File: config.mk
export PLATFORM = sky130hd
export DESIGN_NAME = seg7_scan_driver_flat
export DESIGN_NICKNAME = d
export VERILOG_FILES = /design/src/rtl/seg7_scan_driver_if.sv /design/src/rtl/seg7_scan_driver.sv /design/src/flat_wrapper.sv
export SDC_FILE = /design/constraint.sdc
export NUM_CORES = 1
export LEC_CHECK = 0
export BUFFER_PORTS_ARGS = -buffer_cell sky130_fd_sc_hd__buf_2
export CORE_ASPECT_RATIO = 1.4
export CORE_MARGIN = 1
export CORE_UTILIZATION = 60
export CTS_BUF_LIST = sky130_fd_sc_hd__clkbuf_2
export DETAILED_ROUTE_END_ITERATION = 12
export GPL_TIMING_DRIVEN = 0
export PLACE_DENSITY = 0.8
export SLEW_MARGIN = 5
export SYNTH_ARGS = -nofsm -noshare
export SYNTH_HDL_FRONTEND = slang
export SYNTH_HIERARCHICAL = 1
export SYNTH_SLANG_ARGS = --single-unit
File: constraint.sdc
create_clock -name clk -period 3.05 [get_ports clk]
set_input_delay 0.4575 -clock clk [delete_from_list [all_inputs] [get_ports clk]]
set_output_delay 0.4575 -clock clk [all_outputs]
set_load 0.005 [all_outputs]
File: src/rtl/seg7_scan_driver_if.sv
// Display-side bundle for seg7_scan_driver: buffered display data and controls
// in, scanned segment/anode pins out.
interface seg7_scan_driver_if #(
  parameter int DIGITS = 8
);
  logic                  load;
  logic [4*DIGITS-1:0]   value;
  logic [DIGITS-1:0]     dp_in;
  logic [DIGITS-1:0]     blink_mask;
  logic                  hex_mode;
  logic                  lz_blank;
  logic                  enable;
  logic [6:0]            seg;
  logic                  dp;
  logic [DIGITS-1:0]     an;
  logic                  frame_tick;

  modport master (
    output load, value, dp_in, blink_mask, hex_mode, lz_blank, enable,
    input  seg, dp, an, frame_tick
  );

  modport slave (
    input  load, value, dp_in, blink_mask, hex_mode, lz_blank, enable,
    output seg, dp, an, frame_tick
  );
endinterface

File: src/rtl/seg7_scan_driver.sv
// Time-multiplexed common-anode 7-segment scanner with double-buffered data,
// hex/BCD decode, leading-zero blanking, per-digit decimal point and blink.
module seg7_scan_lane (
  input  logic [3:0] i_nib,
  input  logic       i_dp,
  input  logic       i_blink_off,
  input  logic       i_lead_zero,
  input  logic       i_hex_mode,
  output logic [6:0] o_seg,
  output logic       o_dp
);
  always_comb begin
    o_seg = 7'h7F;
    o_dp  = ~i_dp;
    case (i_nib)
      4'h0: o_seg = 7'b1000000;
      4'h1: o_seg = 7'b1111001;
      4'h2: o_seg = 7'b0100100;
      4'h3: o_seg = 7'b0110000;
      4'h4: o_seg = 7'b0011001;
      4'h5: o_seg = 7'b0010010;
      4'h6: o_seg = 7'b0000010;
      4'h7: o_seg = 7'b1111000;
      4'h8: o_seg = 7'b0000000;
      4'h9: o_seg = 7'b0010000;
      4'hA: o_seg = 7'b0001000;
      4'hB: o_seg = 7'b0000011;
      4'hC: o_seg = 7'b1000110;
      4'hD: o_seg = 7'b0100001;
      4'hE: o_seg = 7'b0000110;
      default: o_seg = 7'b0001110;
    endcase
    if ((!i_hex_mode && i_nib > 4'd9) || i_lead_zero) o_seg = 7'h7F;
    // Blink-off darkens the whole digit, dp included; the anode keeps scanning.
    if (i_blink_off) begin
      o_seg = 7'h7F;
      o_dp  = 1'b1;
    end
  end
endmodule

module seg7_scan_driver #(
  parameter int DIGITS       = 8,
  parameter int SCAN_DIV     = 1000,
  parameter int BLINK_FRAMES = 64
) (
  input logic              clk,
  input logic              rst_n,
  seg7_scan_driver_if.slave bus
);
  localparam int DW = $clog2(SCAN_DIV);
  localparam int IW = $clog2(DIGITS);
  localparam int BW = (BLINK_FRAMES > 1) ? $clog2(BLINK_FRAMES) : 1;

  logic [DW-1:0]              r_div;
  logic [IW-1:0]              r_idx;
  logic [BW-1:0]              r_blk_cnt;
  logic                       r_blk_phase;
  logic [DIGITS-1:0][3:0]     r_pend_val, r_act_val;
  logic [DIGITS-1:0]          r_pend_dp, r_act_dp, r_pend_blk, r_act_blk;
  logic [6:0]                 r_seg;
  logic                       r_dp;
  logic [DIGITS-1:0]          r_an;
  logic                       r_frame_tick;

  logic                       w_tc, w_frame, w_upd;
  logic [DIGITS-1:0][3:0]     w_src_val;
  logic [DIGITS-1:0]          w_src_dp, w_src_blk, w_lz, w_dp;
  logic [DIGITS-1:0][6:0]     w_seg;

  assign w_tc    = bus.enable && (r_div == DW'(SCAN_DIV - 1));
  assign w_frame = w_tc && (r_idx == IW'(DIGITS - 1));
  // While disabled no boundary can come, so the active copy tracks pending.
  assign w_upd   = w_frame || !bus.enable;

  assign w_src_val = bus.load ? bus.value      : r_pend_val;
  assign w_src_dp  = bus.load ? bus.dp_in      : r_pend_dp;
  assign w_src_blk = bus.load ? bus.blink_mask : r_pend_blk;

  for (genvar i = 0; i < DIGITS; i++) begin : g_lane
    if (i == 0) begin : g_lsd
      assign w_lz[i] = 1'b0;
    end else begin : g_upper
      assign w_lz[i] = bus.lz_blank && (r_act_val[DIGITS-1:i] == '0);
    end
    seg7_scan_lane u_lane (
      .i_nib       (r_act_val[i]),
      .i_dp        (r_act_dp[i]),
      .i_blink_off (r_blk_phase && r_act_blk[i]),
      .i_lead_zero (w_lz[i]),
      .i_hex_mode  (bus.hex_mode),
      .o_seg       (w_seg[i]),
      .o_dp        (w_dp[i])
    );
  end

  always_ff @(posedge clk or negedge rst_n) begin
    if (!rst_n) begin
      r_div        <= '0;
      r_idx        <= '0;
      r_blk_cnt    <= '0;
      r_blk_phase  <= 1'b0;
      r_pend_val   <= '0;
      r_pend_dp    <= '0;
      r_pend_blk   <= '0;
      r_act_val    <= '0;
      r_act_dp     <= '0;
      r_act_blk    <= '0;
      r_seg        <= 7'h7F;
      r_dp         <= 1'b1;
      r_an         <= '1;
      r_frame_tick <= 1'b0;
    end else begin
      if (bus.enable) begin
        r_div <= w_tc ? '0 : r_div + 1'b1;
        if (w_tc) r_idx <= w_frame ? '0 : r_idx + 1'b1;
      end
      if (bus.load) begin
        r_pend_val <= bus.value;
        r_pend_dp  <= bus.dp_in;
        r_pend_blk <= bus.blink_mask;
      end
      if (w_upd) begin
        r_act_val <= w_src_val;
        r_act_dp  <= w_src_dp;
        r_act_blk <= w_src_blk;
      end
      if (w_frame) begin
        if (r_blk_cnt == BW'(BLINK_FRAMES - 1)) begin
          r_blk_cnt   <= '0;
          r_blk_phase <= ~r_blk_phase;
        end else begin
          r_blk_cnt <= r_blk_cnt + 1'b1;
        end
      end
      r_frame_tick <= w_frame;
      if (bus.enable) begin
        r_an  <= ~({{(DIGITS-1){1'b0}}, 1'b1} << r_idx);
        r_seg <= w_seg[r_idx];
        r_dp  <= w_dp[r_idx];
      end else begin
        r_an  <= '1;
        r_seg <= 7'h7F;
        r_dp  <= 1'b1;
      end
    end
  end

  assign bus.seg        = r_seg;
  assign bus.dp         = r_dp;
  assign bus.an         = r_an;
  assign bus.frame_tick = r_frame_tick;
endmodule
File: src/flat_wrapper.sv
// flat-port wrapper written by rule: the top's interface ports become plain ports
module seg7_scan_driver_flat 
#(
  parameter int DIGITS       = 8,
  parameter int SCAN_DIV     = 1000,
  parameter int BLINK_FRAMES = 64
)
  (clk, rst_n, bus_load, bus_value, bus_dp_in, bus_blink_mask, bus_hex_mode, bus_lz_blank, bus_enable, bus_seg, bus_dp, bus_an, bus_frame_tick);
  seg7_scan_driver_if #(.DIGITS(DIGITS)) bus_i ();
  input logic clk;
  input logic rst_n;
  input wire logic [$bits(bus_i.load)-1:0] bus_load;
  input wire logic [$bits(bus_i.value)-1:0] bus_value;
  input wire logic [$bits(bus_i.dp_in)-1:0] bus_dp_in;
  input wire logic [$bits(bus_i.blink_mask)-1:0] bus_blink_mask;
  input wire logic [$bits(bus_i.hex_mode)-1:0] bus_hex_mode;
  input wire logic [$bits(bus_i.lz_blank)-1:0] bus_lz_blank;
  input wire logic [$bits(bus_i.enable)-1:0] bus_enable;
  output wire logic [$bits(bus_i.seg)-1:0] bus_seg;
  output wire logic [$bits(bus_i.dp)-1:0] bus_dp;
  output wire logic [$bits(bus_i.an)-1:0] bus_an;
  output wire logic [$bits(bus_i.frame_tick)-1:0] bus_frame_tick;
  assign bus_i.load = bus_load;
  assign bus_i.value = bus_value;
  assign bus_i.dp_in = bus_dp_in;
  assign bus_i.blink_mask = bus_blink_mask;
  assign bus_i.hex_mode = bus_hex_mode;
  assign bus_i.lz_blank = bus_lz_blank;
  assign bus_i.enable = bus_enable;
  assign bus_seg = bus_i.seg;
  assign bus_dp = bus_i.dp;
  assign bus_an = bus_i.an;
  assign bus_frame_tick = bus_i.frame_tick;
  seg7_scan_driver #(.DIGITS(DIGITS), .SCAN_DIV(SCAN_DIV), .BLINK_FRAMES(BLINK_FRAMES)) u_core (.clk(clk), .rst_n(rst_n), .bus(bus_i));
endmodule
==> flow_summary.yaml <==
yosys:
  synth_area_leaders: "dfrtp_1 (35%), mux2_2 (14%), ha_1 (8.6%)"
  ys_types: 51
  synth_edf_count: 0
  yosys.area.top_type: "dfrtp_1"
  synthFlopType: "dfrtp_1"
  syn-mean-instance-area_sq_um: 11.5
  async_flop_share_pct: 100
  synth_nets: 830
  seq_area_frac_synth_pct: 40.6
  synth_seq_cells: 133
  syn_area_sq_um: 8250
  yosys_warnings: 6
  yosysTopAreaCellShare_pct: 35.5
  synthesis.instances: 719
die:
  num_rows: 50
  io_pins: 71
  die_h_microns: 141
  coreArea_sq_um: 13400
  dieWidth_microns: 101
  die_area_sq_um: 14200
  initial_core_util_pct: 61.6
clocking:
  cts-buffers-inserted: 17
  cts.sinks: 133
  cts_tree: "built"
  clk_latency_ns: 0.76
  max-clock-path-buffers: 2
  cts_setup_buffers: 0
  htreeDepth: 4
  cts_resized: 0
  cts.clk_slew.worst_paths_ns: 0.26
  cts_root_buffer: "clkbuf_2"
pwr:
  power_density_nw_per_um2: 502
  vdd_drop_max_v: 0.000363
  p_leak_nw: 4.22
grt:
  grt_usage_pct: 29.4
  globalRouteOverflowTotal: 0
  grt_max_degree: 68
  grt_first_pass_wirelength_mm: 31.8
  antenna_found_initial: 1
  first_global_vias: 6440
critical_path:
  arrival_ns: 3.48
  path_class: "flop to flop"
  crit_required_ns: 3.73
  worst_setup_path_end_kind: "flop"
  cp-start-kind: "flop"
  path_max_fanout: 8
flow_run:
  max_cap_viol_count: 0
final_layout:
  area_growth_syn_to_layout_pct: 16.6
  final_util_pct: 71.9
  stdcell_count: 1054
  final_layout_size_suffix_gt1_share_pct: 31.9
  fillCellCount: 999
  fin_nets: 969
sta:
  max-slew-margin-rel_pct: 34.9
  fin_ws_ns: 0.249
  setup_viol: 0
  finClkSkew_ns: 0.0416
  hold_viol_final: 0
  rsz0062_at_grt: "no"
  worst_hold_slack_ns: 0.159
  post-route-period-util_pct: 91.8
  tightestPinTransition_ns: 0.977
  fmax_mhz: 357
  fin_crit_ns: 2.80
  slew_viol_final: 0
run_status:
  status: "complete, no violations"
detailed_routing:
  first_pass_iters: 5
  drt-initial-drc-count: 258
  ant_nets: 0
  detail_route.wl_per_cell_microns: 18.0
  viasPerCell: 5.81
  drcViolationCount: 0
  routed_wl_mm: 19.0
  vias: 6119
placed_design:
  portBuffers: 69
  dp.cells: 971
  pre_cts_ws_ns: 0.383
  hpwl_mm: 13.8
  finalWeightedCongestion: 0.931
min_path:
  hp-class: "input port to flop"
[power breakdown]
part / switching [W] / leakage [nW] / internal [W]
clock: 0.000809 / 0.155 / 0.000284
sequential: 0.000232 / 1.56 / 0.00199
combinational: 0.000740 / 2.51 / 0.000769
[synth_stat cells, types with 2 or more instances]
library cell  count
buf_2            14
a21boi_1          7
or3_1             2
o21ai_1           2
nor2_1           22
nand3b_1          8
a21oi_1           6
buf_1             3
clkbuf_1          9
o311ai_1         35
nor4_1            7
xor2_1            3
and3_1            6
mux2_1           21
o211ai_1         26
a41oi_1           2
buf_6             7
ha_1             57
nand2b_1         23
nand4_1           3
nor3_1            4
mux2_2           99
nor2b_1          15
or2_2             2
mux4_2           16
buf_4             3
o21bai_2          7
dfstp_2          16
a311oi_4          8
nand3_1          27
dfrtp_1         117
or4_1             3
inv_1            39
nand2_1          66
xnor2_1           5
o21ai_0           6
and2_1            9
[layout make-up]
type | instances | area [sq um] | area share, %
diodes | 1 | 2.50 | 0.0260
flip-flops and latches | 133 | 3350 | 34.8
plain buffers | 36 | 216 | 2.25
repair buffers | 120 | 880 | 9.14
inverters | 40 | 150 | 1.56
well taps | 182 | 228 | 2.37
clock inverters | 15 | 176 | 1.83
clock buffers | 17 | 85.1 | 0.884
multi-input cells | 510 | 4540 | 47.2
[cells by family after synthesis]
| logic type | after synthesis | synth area share [%] |
|---|---|---|
| DFF | 133 | 40.6 |
| adders and majority gates | 57 | 8.64 |
| other | 1 | 0.0454 |
| xor gates and xnor gates | 8 | 0.849 |
| muxes | 136 | 20.7 |
| AOI/OAI and AO/OA | 108 | 12.4 |
| and+or+nand+nor | 200 | 12.3 |
| buffers and inverters | 76 | 4.44 |
[cell usage in the layout, fill, tap and decap left out, drive strengths merged, types with 3 or more instances in the layout]
cell type and n:
nor2 22, and3 6, ha 57, nand4 3
dfstp 16, and2 9, a311oi 8, clkbuf 26
nor3 4, xnor2 5, o21bai 8, clkinv 5
a21boi 8, o211ai 26, or4 3, nand2b 23
nand2 66, dfrtp 117, a21oi 6, buf 97
inv 50, mux4 16, o311ai 35, mux2 120
dlygate4sd3 50, nand3 27, nand3b 8, nor2b 15
xor2 3, o21ai 8, nor4 7
[per-stage QoR]
step	power (W)	cell area, sq um	TNS [ns]
finish	0.00483	9620	0
global route	0.00514	9620	0
CTS	0.00485	9620	0
detailed placement	0.00369	8860	0
global placement	0.00360	8830	-3.21
floorplan	0.00327	8250	0
[path summary, 6_finish.rpt]
check / to / slack [ns] / from / cells past startpoint
min in group asynchronous: u_core/r_pend_blk[0] / 0.21 / rst_n / 2
max in group asynchronous: u_core/bus.an[2] / 2.04 / rst_n / 3
worst min register to register: u_core/r_blk_cnt[4] / 0.49 / u_core/r_blk_cnt[4] / 1
worst max-delay path: u_core/bus.seg[1] / 0.25 / u_core/r_act_val[29] / 9
worst min-delay path: u_core/r_pend_blk[7] / 0.16 / bus_load / 2
worst max register to register: u_core/bus.seg[1] / 0.25 / u_core/r_act_val[29] / 9
[state kept, by name (all words and copies together), names as in the netlist]
name,cells
u_core/r_blk_phase,1
u_core/bus.seg,7
u_core/r_act_blk,8
u_core/r_idx,3
u_core/r_act_val,32
u_core/bus.dp,1
u_core/r_pend_dp,8
u_core/r_pend_blk,8
u_core/bus.an,8
u_core/r_div,10
u_core/r_act_dp,8
u_core/r_pend_val,32
u_core/bus.frame_tick,1
u_core/r_blk_cnt,6
[per-layer routing]
metal / share of wire (%) / global-route usage, % / up-vias
li1: - / - / 2892
met1: 39 / 33.4 / 3044
met2: 53 / 51.5 / 141
met3: 3.2 / 6.20 / 42
met4: 4.5 / 15.3 / 0
met5: 0 / 0 / -
[worst max-delay path, cell delays in order (launching register included)]
cell      delay [ns]
dfrtp_1         0.54
nor4_1          0.44
and4_1          0.42
nand2_1         0.20
nor3_1          0.38
a311oi_4        0.11
o211ai_1        0.19
mux4_2          0.29
nand2_1         0.05
nand3_1         0.11
[timing repair]
item,4_1_cts,5_1_grt
endpoints found under the hold margin,136,0
endpoints found under the setup margin,0,0
hold buffers,50,0
(Power assumes the default switching activity.)
